**src/rtl/lc3b_types.sv**
```systemverilog
// Shared types and helpers for the LC-3b data cache: line type, controller states,
// and word select / byte merge functions used by the cache datapath.
package lc3b_types;

    typedef logic [127:0] lc3b_line;
    typedef logic [15:0]  lc3b_word;

    typedef enum logic [1:0] {
        IDLE  = 2'd0,
        FETCH = 2'd1,
        WRITE = 2'd2
    } lc3b_dcache_state_t;

    localparam int DCACHE_OFFSET_BITS = 4;

    function automatic lc3b_word line_word(input lc3b_line line, input logic [2:0] word);
        return line[{word, 4'h0} +: 16];
    endfunction

    // mask[0] enables the low (even) byte of the word, mask[1] the high byte
    function automatic lc3b_line line_merge(input lc3b_line line, input logic [2:0] word,
                                            input lc3b_word data, input logic [1:0] mask);
        lc3b_line merged;
        merged = line;
        if (mask[0]) merged[{word, 4'h0} +: 8] = data[7:0];
        if (mask[1]) merged[{word, 4'h8} +: 8] = data[15:8];
        return merged;
    endfunction

endpackage

```
**src/rtl/dcache_datapath.sv**
```systemverilog
// Direct-mapped cache storage: data/tag/valid arrays, tag compare, word select,
// byte merge for stores and the registered merged line sent to memory.
module dcache_datapath
    import lc3b_types::*;
#(
    parameter int NUM_SETS = 8
) (
    input  logic        clk,
    input  logic        rst_n,
    input  logic [15:0] address,
    input  logic [15:0] wdata,
    input  logic [1:0]  wmask,
    input  logic        write_en,
    input  logic        fill_en,
    input  logic [15:0] fill_address,
    input  lc3b_line    fill_data,
    output logic        hit,
    output logic [15:0] rdata,
    output lc3b_line    wline
);

    localparam int INDEX_BITS = $clog2(NUM_SETS);
    localparam int TAG_BITS   = 16 - DCACHE_OFFSET_BITS - INDEX_BITS;

    lc3b_line                data_r [NUM_SETS];
    logic [TAG_BITS-1:0]     tag_r  [NUM_SETS];
    logic [NUM_SETS-1:0]     valid_r;
    lc3b_line                wline_r;

    logic [INDEX_BITS-1:0]   index_s;
    logic [INDEX_BITS-1:0]   fill_index_s;
    logic [TAG_BITS-1:0]     tag_s;
    logic [TAG_BITS-1:0]     fill_tag_s;
    logic [2:0]              word_s;
    lc3b_line                line_s;
    lc3b_line                merged_s;
    logic                    unused_s;

    assign index_s      = address[DCACHE_OFFSET_BITS +: INDEX_BITS];
    assign tag_s        = address[15 -: TAG_BITS];
    assign word_s       = address[3:1];
    assign fill_index_s = fill_address[DCACHE_OFFSET_BITS +: INDEX_BITS];
    assign fill_tag_s   = fill_address[15 -: TAG_BITS];
    // byte lanes come from wmask and fills are line aligned, so these bits carry nothing
    assign unused_s     = ^{address[0], fill_address[3:0]};

    assign line_s   = data_r[index_s];
    assign merged_s = line_merge(line_s, word_s, wdata, wmask);
    assign hit      = valid_r[index_s] && (tag_r[index_s] == tag_s);
    assign rdata    = line_word(line_s, word_s);
    assign wline    = wline_r;

    // Valid bits: cleared by reset, set when a fetched line is installed
    always_ff @(posedge clk or negedge rst_n) begin
        if (!rst_n) begin
            valid_r <= '0;
        end else if (fill_en) begin
            valid_r[fill_index_s] <= 1'b1;
        end else begin
            valid_r <= valid_r;
        end
    end

    // Data and tag storage: line install on fill, byte merge on store hit
    always_ff @(posedge clk) begin
        if (fill_en) begin
            data_r[fill_index_s] <= fill_data;
            tag_r[fill_index_s]  <= fill_tag_s;
        end else if (write_en) begin
            data_r[index_s] <= merged_s;
        end
    end

    // Merged line captured for the write-through transfer
    always_ff @(posedge clk or negedge rst_n) begin
        if (!rst_n) begin
            wline_r <= '0;
        end else if (write_en) begin
            wline_r <= merged_s;
        end else begin
            wline_r <= wline_r;
        end
    end

endmodule

```
**src/rtl/dcache_responder.sv**
```systemverilog
// Direct-mapped write-through, write-allocate data cache controller for the MEM stage.
// Optional DCACHE_PERF_EN adds saturating hit_count/miss_count outputs.
module dcache_responder
    import lc3b_types::*;
#(
    parameter int NUM_SETS   = 8,
    parameter int LINE_BYTES = 16
) (
    input  logic          clk,
    input  logic          rst_n,
    input  logic [15:0]   mem_address,
    input  logic          mem_read,
    input  logic          mem_write,
    input  logic [15:0]   mem_wdata,
    input  logic [1:0]    mem_wmask,
    output logic [15:0]   mem_rdata,
    output logic          mem_resp,
    output logic [15:0]   pmem_address,
    output logic          pmem_read,
    output logic          pmem_write,
    output logic [127:0]  pmem_wdata,
    input  logic [127:0]  pmem_rdata,
    input  logic          pmem_resp
`ifdef DCACHE_PERF_EN
    ,
    output logic [15:0]   hit_count,
    output logic [15:0]   miss_count
`endif
);

    localparam int OFFSET_BITS = $clog2(LINE_BYTES);

    lc3b_dcache_state_t state_r, next_s;
    logic        pmem_read_r;
    logic        pmem_write_r;
    logic [15:0] line_addr_r;

    logic        hit_s;
    logic [15:0] rdata_s;
    logic        mem_resp_s;
    logic        rd_resp_s;
    logic        fill_en_s;
    logic        write_en_s;
    logic        load_addr_s;

    dcache_datapath #(.NUM_SETS(NUM_SETS)) u_datapath (
        .clk          (clk),
        .rst_n        (rst_n),
        .address      (mem_address),
        .wdata        (mem_wdata),
        .wmask        (mem_wmask),
        .write_en     (write_en_s),
        .fill_en      (fill_en_s),
        .fill_address (line_addr_r),
        .fill_data    (pmem_rdata),
        .hit          (hit_s),
        .rdata        (rdata_s),
        .wline        (pmem_wdata)
    );

    // Next-state and control decode; a write that completes in WRITE is never re-issued from it
    always_comb begin
        next_s      = state_r;
        mem_resp_s  = 1'b0;
        rd_resp_s   = 1'b0;
        fill_en_s   = 1'b0;
        write_en_s  = 1'b0;
        load_addr_s = 1'b0;
        case (state_r)
            IDLE: begin
                if (mem_write) begin
                    load_addr_s = 1'b1;
                    if (hit_s) begin
                        write_en_s = 1'b1;
                        next_s     = WRITE;
                    end else begin
                        next_s     = FETCH;
                    end
                end else if (mem_read) begin
                    if (hit_s) begin
                        mem_resp_s = 1'b1;
                        rd_resp_s  = 1'b1;
                    end else begin
                        load_addr_s = 1'b1;
                        next_s      = FETCH;
                    end
                end else begin
                    next_s = IDLE;
                end
            end
            FETCH: begin
                if (pmem_resp) begin
                    fill_en_s = 1'b1;
                    next_s    = IDLE;
                end else begin
                    next_s    = FETCH;
                end
            end
            WRITE: begin
                if (pmem_resp) begin
                    mem_resp_s = mem_write;
                    next_s     = IDLE;
                end else begin
                    next_s     = WRITE;
                end
            end
            default: begin
                next_s = IDLE;
            end
        endcase
    end

    // State, memory strobes and the latched line address of the outstanding transfer
    always_ff @(posedge clk or negedge rst_n) begin
        if (!rst_n) begin
            state_r      <= IDLE;
            pmem_read_r  <= 1'b0;
            pmem_write_r <= 1'b0;
            line_addr_r  <= 16'h0000;
        end else begin
            state_r      <= next_s;
            pmem_read_r  <= (next_s == FETCH);
            pmem_write_r <= (next_s == WRITE);
            if (load_addr_s) begin
                line_addr_r <= {mem_address[15:OFFSET_BITS], {OFFSET_BITS{1'b0}}};
            end else begin
                line_addr_r <= line_addr_r;
            end
        end
    end

    // Read data is forced to zero outside a read-hit response
    always_comb begin
        mem_resp  = mem_resp_s;
        mem_rdata = rd_resp_s ? rdata_s : 16'h0000;
    end

    assign pmem_read    = pmem_read_r;
    assign pmem_write   = pmem_write_r;
    assign pmem_address = line_addr_r;

`ifdef DCACHE_PERF_EN
    logic [15:0] hit_count_r;
    logic [15:0] miss_count_r;
    logic        after_fetch_r;
    logic        hit_event_s;

    // The access replayed right after a fill was already counted as a miss
    assign hit_event_s = (state_r == IDLE) && hit_s && (mem_read || mem_write) && !after_fetch_r;

    // Saturating performance counters
    always_ff @(posedge clk or negedge rst_n) begin
        if (!rst_n) begin
            hit_count_r   <= 16'h0000;
            miss_count_r  <= 16'h0000;
            after_fetch_r <= 1'b0;
        end else begin
            after_fetch_r <= fill_en_s;
            if (hit_event_s && (hit_count_r != 16'hFFFF)) begin
                hit_count_r <= hit_count_r + 16'h0001;
            end else begin
                hit_count_r <= hit_count_r;
            end
            if ((state_r == IDLE) && (next_s == FETCH) && (miss_count_r != 16'hFFFF)) begin
                miss_count_r <= miss_count_r + 16'h0001;
            end else begin
                miss_count_r <= miss_count_r;
            end
        end
    end

    assign hit_count  = hit_count_r;
    assign miss_count = miss_count_r;
`endif

endmodule
```
**config.mk**
```make
export PLATFORM = sky130hd
export DESIGN_NAME = dcache_responder
export DESIGN_NICKNAME = d
export VERILOG_FILES = /design/src/rtl/lc3b_types.sv /design/src/rtl/dcache_datapath.sv /design/src/rtl/dcache_responder.sv
export SDC_FILE = /design/constraint.sdc
export NUM_CORES = 1
export LEC_CHECK = 0
export CAP_MARGIN = 20
export CORE_MARGIN = 10
export CORE_UTILIZATION = 60
export DETAILED_ROUTE_END_ITERATION = 6
export PLACE_DENSITY = 0.87
export SYNTH_ARGS = -nofsm -noshare
export SYNTH_HDL_FRONTEND = slang
export SYNTH_SLANG_ARGS = --single-unit
```
**constraint.sdc**
```tcl
create_clock -name clk -period 10.05 [get_ports clk]
set_clock_uncertainty 0.2 [all_clocks]
set_input_delay 3.015 -clock clk [delete_from_list [all_inputs] [get_ports clk]]
set_output_delay 3.015 -clock clk [all_outputs]
set_load 0.05 [all_outputs]
```
Yosys cells after proc, flatten, opt, wreduce, memory -nomap -nowiden:

Memory sizes are Yosys's and may differ from the RTL's.
Index checks and enable logic that the tools add are counted.

* register bits after elaboration: 152
* memory bits (read-only): 0
* memories: 2
* input port bits: 167
* RAM bits: 1096
* bits in latches: 0
* output and inout port bits: 163

* reductions and logical operators: 4
* bitwise gates (word level): 1
* eq/ne operators: 5
* add/sub/neg operators: 2
* divide/modulo/power cells: 0
* multipliers: 0
* magnitude comparators: 3
* shift operators: 5
* muxes and demuxes: 38

Memories
* u_datapath.data_r: words 8, bits a word 128, rd ports 1, clocked after Yosys merged registers in 0, write ports 1, line dcache_datapath.sv:25 `lc3b_line data_r [NUM_SETS];`
* u_datapath.tag_r: words 8, bits a word 9, rd ports 1, clocked after Yosys merged registers in 0, write ports 1, line dcache_datapath.sv:26 `logic [TAG_BITS-1:0] tag_r [NUM_SETS];`

Operator list (number)
* $mux 128: 3
* $bwmux 128: 2
* $shift 8x9->128 const A: 2
* $shiftx 8x9->128: 2
* $reduce_or 128->1: 1
* $shiftx 128x8->16: 1
* $mux 1: 22
* $neg 7->9: 2
* $mux 16: 1
* $mux 2: 5
* $eq 9x9->1: 1
* $lt 3x4->1 const B: 2
* $or 8x8->8: 1
* $pmux 2 s3: 1
* $eq 2x1->1 const B: 2
* $eq 2x2->1 const B: 2
* $bmux 1 s3: 1
* $demux 1 s3: 1
* $ge 3x1->1 const B: 1
* $mux 3: 1
* $logic_and 1x1->1: 2
* $logic_not 2->1: 1
* $pmux 1 s2: 1

Depth between registers and ports, before layout:

Gate-level depths: netlist (run 1).

* word-level depth: 11
* gate-level depth with buffers: 12
* gate-level depth less buffers: 8

Cells and area by module:

Synthesis (run 1) repeated with hierarchy kept, for this count alone.

* cell total of the unflattened synthesis: 2856
* area total of the unflattened synthesis: 51044.0 µm²

By module, submodules not included
* dcache_datapath: cells an instance 2787, area each 50200.6 µm², times used 1
* dcache_responder: cells an instance 69, area each 843.3 µm², times used 1

Worst setup path after synthesis (run 1):

No wires, ideal clock.

* kind: input -> output
* start point: in mem_address[6]
* end point: out mem_rdata[10]
* path slack: 0.699 ns
* required time: 6.835 ns
* stages on the path: 10
* data arrival time: 6.136 ns
* path through: clkbuf_1 buf_2 mux4_2 mux2i_1 xnor2_1 nor4_1 and4_1 nand4_2 clkbuf_1 a211oi_1

* longest elaborated chain between the ends: 8
* elaborated cells between the ends (all ways): 12
* those cells by class: eq/ne: 1; shift: 1; mux: 7; reduce/logical: 1; memory: 2

RTL lines
* start: declaration: line dcache_responder.sv:11 `input logic [15:0] mem_address,`
* parallel branches: the longest is 7 deep, another holds $mem_v2 8x128
* $mux 16 (*): line dcache_responder.sv:135 `mem_rdata = rd_resp_s ? rdata_s : 16'h0000;`
* end: declaration: line dcache_responder.sv:16 `output logic [15:0] mem_rdata,`

Mark *: on every way between the ends. The select of a mux whose other input is x is not followed.

Worst setup path after layout (run 1):

* start point: in mem_address[5]
* end point: out mem_rdata[12]

Same word-level chain as after synthesis.

==> results of run 1 <==
-- worst reg2reg max path, stage by stage (launching register included) --
cell and delay (ns):
edfxtp_1 0.38, mux4_2 0.46, mux2i_1 0.17, xnor2_1 0.13
nor2_1 0.14, nand3_1 0.13, nor3_4 0.72, a31o_4 1.02
buf_4 0.60
-- layout make-up --
cell class / count / area share
Clock buffer: 157 / 0.0555
Sequential cell: 1248 / 0.613
Timing Repair Buffer: 389 / 0.0679
Tap cell: 1144 / 0.0239
Antenna cell: 4 / 0.000167
Inverter: 7 / 0.000522
Clock inverter: 61 / 0.0106
Multi-Input combinational cell: 1225 / 0.229
-- state kept, by name, indices dropped and copies added, names as in the netlist --
name                count
u_datapath.wline      128
state_r                 2
u_datapath.valid_r      8
u_datapath.tag_r       72
pmem_address           12
pmem_read               1
u_datapath.data_r    1024
pmem_write              1
-- power breakdown --
| part | leakage [nW] | switching (mW) | total (mW) | internal (mW) |
|---|---|---|---|---|
| registers | 12.0 | 0.125 | 6.16 | 6.04 |
| clock network | 1.93 | 1.89 | 4.53 | 2.64 |
| logic | 6.90 | 0.858 | 1.32 | 0.464 |
-- final timing paths --
| check | to | slack (ns) | startpoint |
|---|---|---|---|
| max | mem_rdata[12] | 0.14 | mem_address[5] |
| max reg2reg | u_datapath.data_r[4][119] | 5.71 | u_datapath.tag_r[0][3] |
| max in group asynchronous | u_datapath.wline[87] | 6.01 | rst_n |
| min | u_datapath.valid_r[6] | 0.27 | u_datapath.valid_r[6] |
| min reg2reg | u_datapath.valid_r[6] | 0.27 | u_datapath.valid_r[6] |
| min in group asynchronous | u_datapath.wline[7] | 2.15 | rst_n |
-- cells by family after synthesis --
group / after synthesis / synth area share
flops: 1248 / 0.718
mux: 687 / 0.216
simple gates: 345 / 0.0278
compound gates: 176 / 0.0197
buf+inv: 167 / 0.0167
xor+xnor: 7 / 0.00120
fa+ha+maj: 6 / 0.00147
other cells: 1 / 0.0000733
-- routing by layer --
layer / part of all wire / up-vias
met5: 0.00074 / -
met4: 0.047 / 16
met3: 0.13 / 396
met2: 0.48 / 2302
met1: 0.35 / 14600
li1: - / 11300
-- placed cells by master (no fill, tap or decap), types with 52 or more instances in the layout --
| cell type | count |
|---|---|
| mux2i_1 | 85 |
| edfxtp_1 | 1096 |
| clkbuf_16 | 122 |
| mux4_2 | 302 |
| dfrtp_1 | 152 |
| clkdlybuf4s50_1 | 301 |
| a21oi_1 | 93 |
| buf_4 | 52 |
| nor2_1 | 56 |
| nand2_1 | 244 |
| mux2_1 | 230 |
| mux2_2 | 70 |
-- through the flow --
stage,utilization,cells,worst slack [ns]
2_1_floorplan,-,2640,0.699
3_3_place_gp,0.658,4010,0.485
3_5_place_dp,0.658,4010,0.356
4_1_cts,0.705,4228,0.293
5_1_grt,0.706,4232,0.159
6_report,0.706,4235,0.137
==> impl_results.md, run 1 <==
* Outcome: finished, violations left
* Violated checks: DRC
* Footprint of the multi-input gates at between 0.01 and 0.015 sq mm
* Io pins at between 300 and 400
* DPL Wire Length at ~86,000 um
* Antenna-violating nets left at 0
* # Max-Cap Violations at 0
* Row cnt at around 110
* Slowest cell on crit path: buf_4
* CTS clock-pin slew for the worst setup and hold paths at 0.06 ns
* Number of stages on the worst setup path at 9
* Die X-Extent at around 310 um
* Routed Wire Length at approximately 140,000 um
* Post-route cell area at between 0.05 and 0.06 sq mm
* Global routing usage on met2 at 0.447
* Layout cells sized above 1 at 0.216
* Filler instances at ~4,900
* Critical-path cell list: buf_8, buf_12, buf_4, mux4_2, mux2i_1, mux4_2, a211oi_1, buf_4, buf_12
* Setup Total Neg Slack at 0 ns
* Total gr overflow at 0
* Die height at roughly 310 um
* Post-synth cell types at between 40 and 50
* Fin crit period at 9.91 ns
* Synth top area share at 0.643
* CP max FO at about 140
* Post-CTS Setup Repair Bufs at 0
* Post-layout net count at 3,161
* Syn Std Cell Area at 0.0512 sq mm
* PwrDens at approximately 200 mW/mm^2
* IO buf count at between 300 and 400
* Vias per cell at 6.76
* Crit path kind: in2out
* Largest net degree at the start of global routing at 136
* DR pass1 iterations at 7
* Worst rel slew slack at 0.251
* Vias post-DR at 28,600
* P&R area growth vs syn at 17.1%
* Most numerous cell in the Yosys netlist: edfxtp_1
* R2r worst-path depth at 8
* DRC at 1
* Worst Path Required at roughly 6.8 ns
* YS warnings at 0
* Synth Instances at around 2,600
* CTS-repair resized insts at 0
* Post-synthesis area per instance at between 15 and 20 sq um
* CP bufs+invs at 5
* Commonest cells post-synth: edfxtp_1, mux4_2, nand2_1
* Initial antenna violation count at 17
* Ys async rst share at 0.122
* Maximum clock frequency at ~100 MHz
* Reg area at about 0.037 sq mm
* Global-route wire length before repair at 203,000 um
* Yosys reg bits at around 1,200
* Final Hold Vio Count at 0
* RSZ-0062 raised after global routing: no
* Initial core utilization at 0.603
* Clk_lat worst skew at ~0.70 ns
* Die area at 0.0974 sq mm
* Total core area at ~0.085 sq mm
* Met1 usage at 0.376
* Critical Path End Type: output pin
* Most used flip-flop cell after synthesis: edfxtp_1
* Num CTS Buffers at around 120
* Hold-fix buffers at CTS at 0
* CTS tree: yes
* Register area share after synthesis at 0.718
* Final setup vio count at 0
* Peak VDD IR at 0.000151 V
* Root Buffer: clkbuf_16
* Grt met3 use at 0.0797
* Htree depth at 3
* Vias in the first global route at between 20,000 and 30,000
* CTS Buffer Depth at 3
* DP Area at about 0.056 sq mm
* Worst setup SP type: input pin
* Initial DRC count at slightly above 4,000
* Synth top area cells: edfxtp_1, mux4_2, dfrtp_1
* Peak-usage layer in the global routing report: met2
* GPL Wtd Cong at between 0.8 and 0.9
* Worst hold path depth at 1
* Number of flops mapped to enable cells by yosys at between 1,000 and 1,500
* CP delay by family, top: buffers and inverters
* # clock sinks at 1,248
* Post-route clock period utilization at 0.986
* Wire length per cell at 33.0 um
* Worst Hold Class: reg2reg
* Leakage at between 20 and 25 nW
* Total GRT Usage at 0.285
* Post-synthesis cell type with the largest combined area: edfxtp_1
* Pins Over Slew Limit at 0
* Tot Pwr at 12.0 mW
* CP peak stage delay at about 0.63 ns
* Worst Max-Slew Pin Slew at roughly 1.1 ns
* Worst Path Arrival at roughly 6.7 ns
* Final hold slack at ~0.27 ns
Note: power is estimated with default switching activity, not from simulation.
==> inputs of run 2 (changes only) <==
Settings changed: SKIP_CTS_REPAIR_TIMING from default to 1, SKIP_LAST_GASP from default to 1.
==> results of run 2 <==
The final DEF is identical to that of run 1; final timing and power are the same.
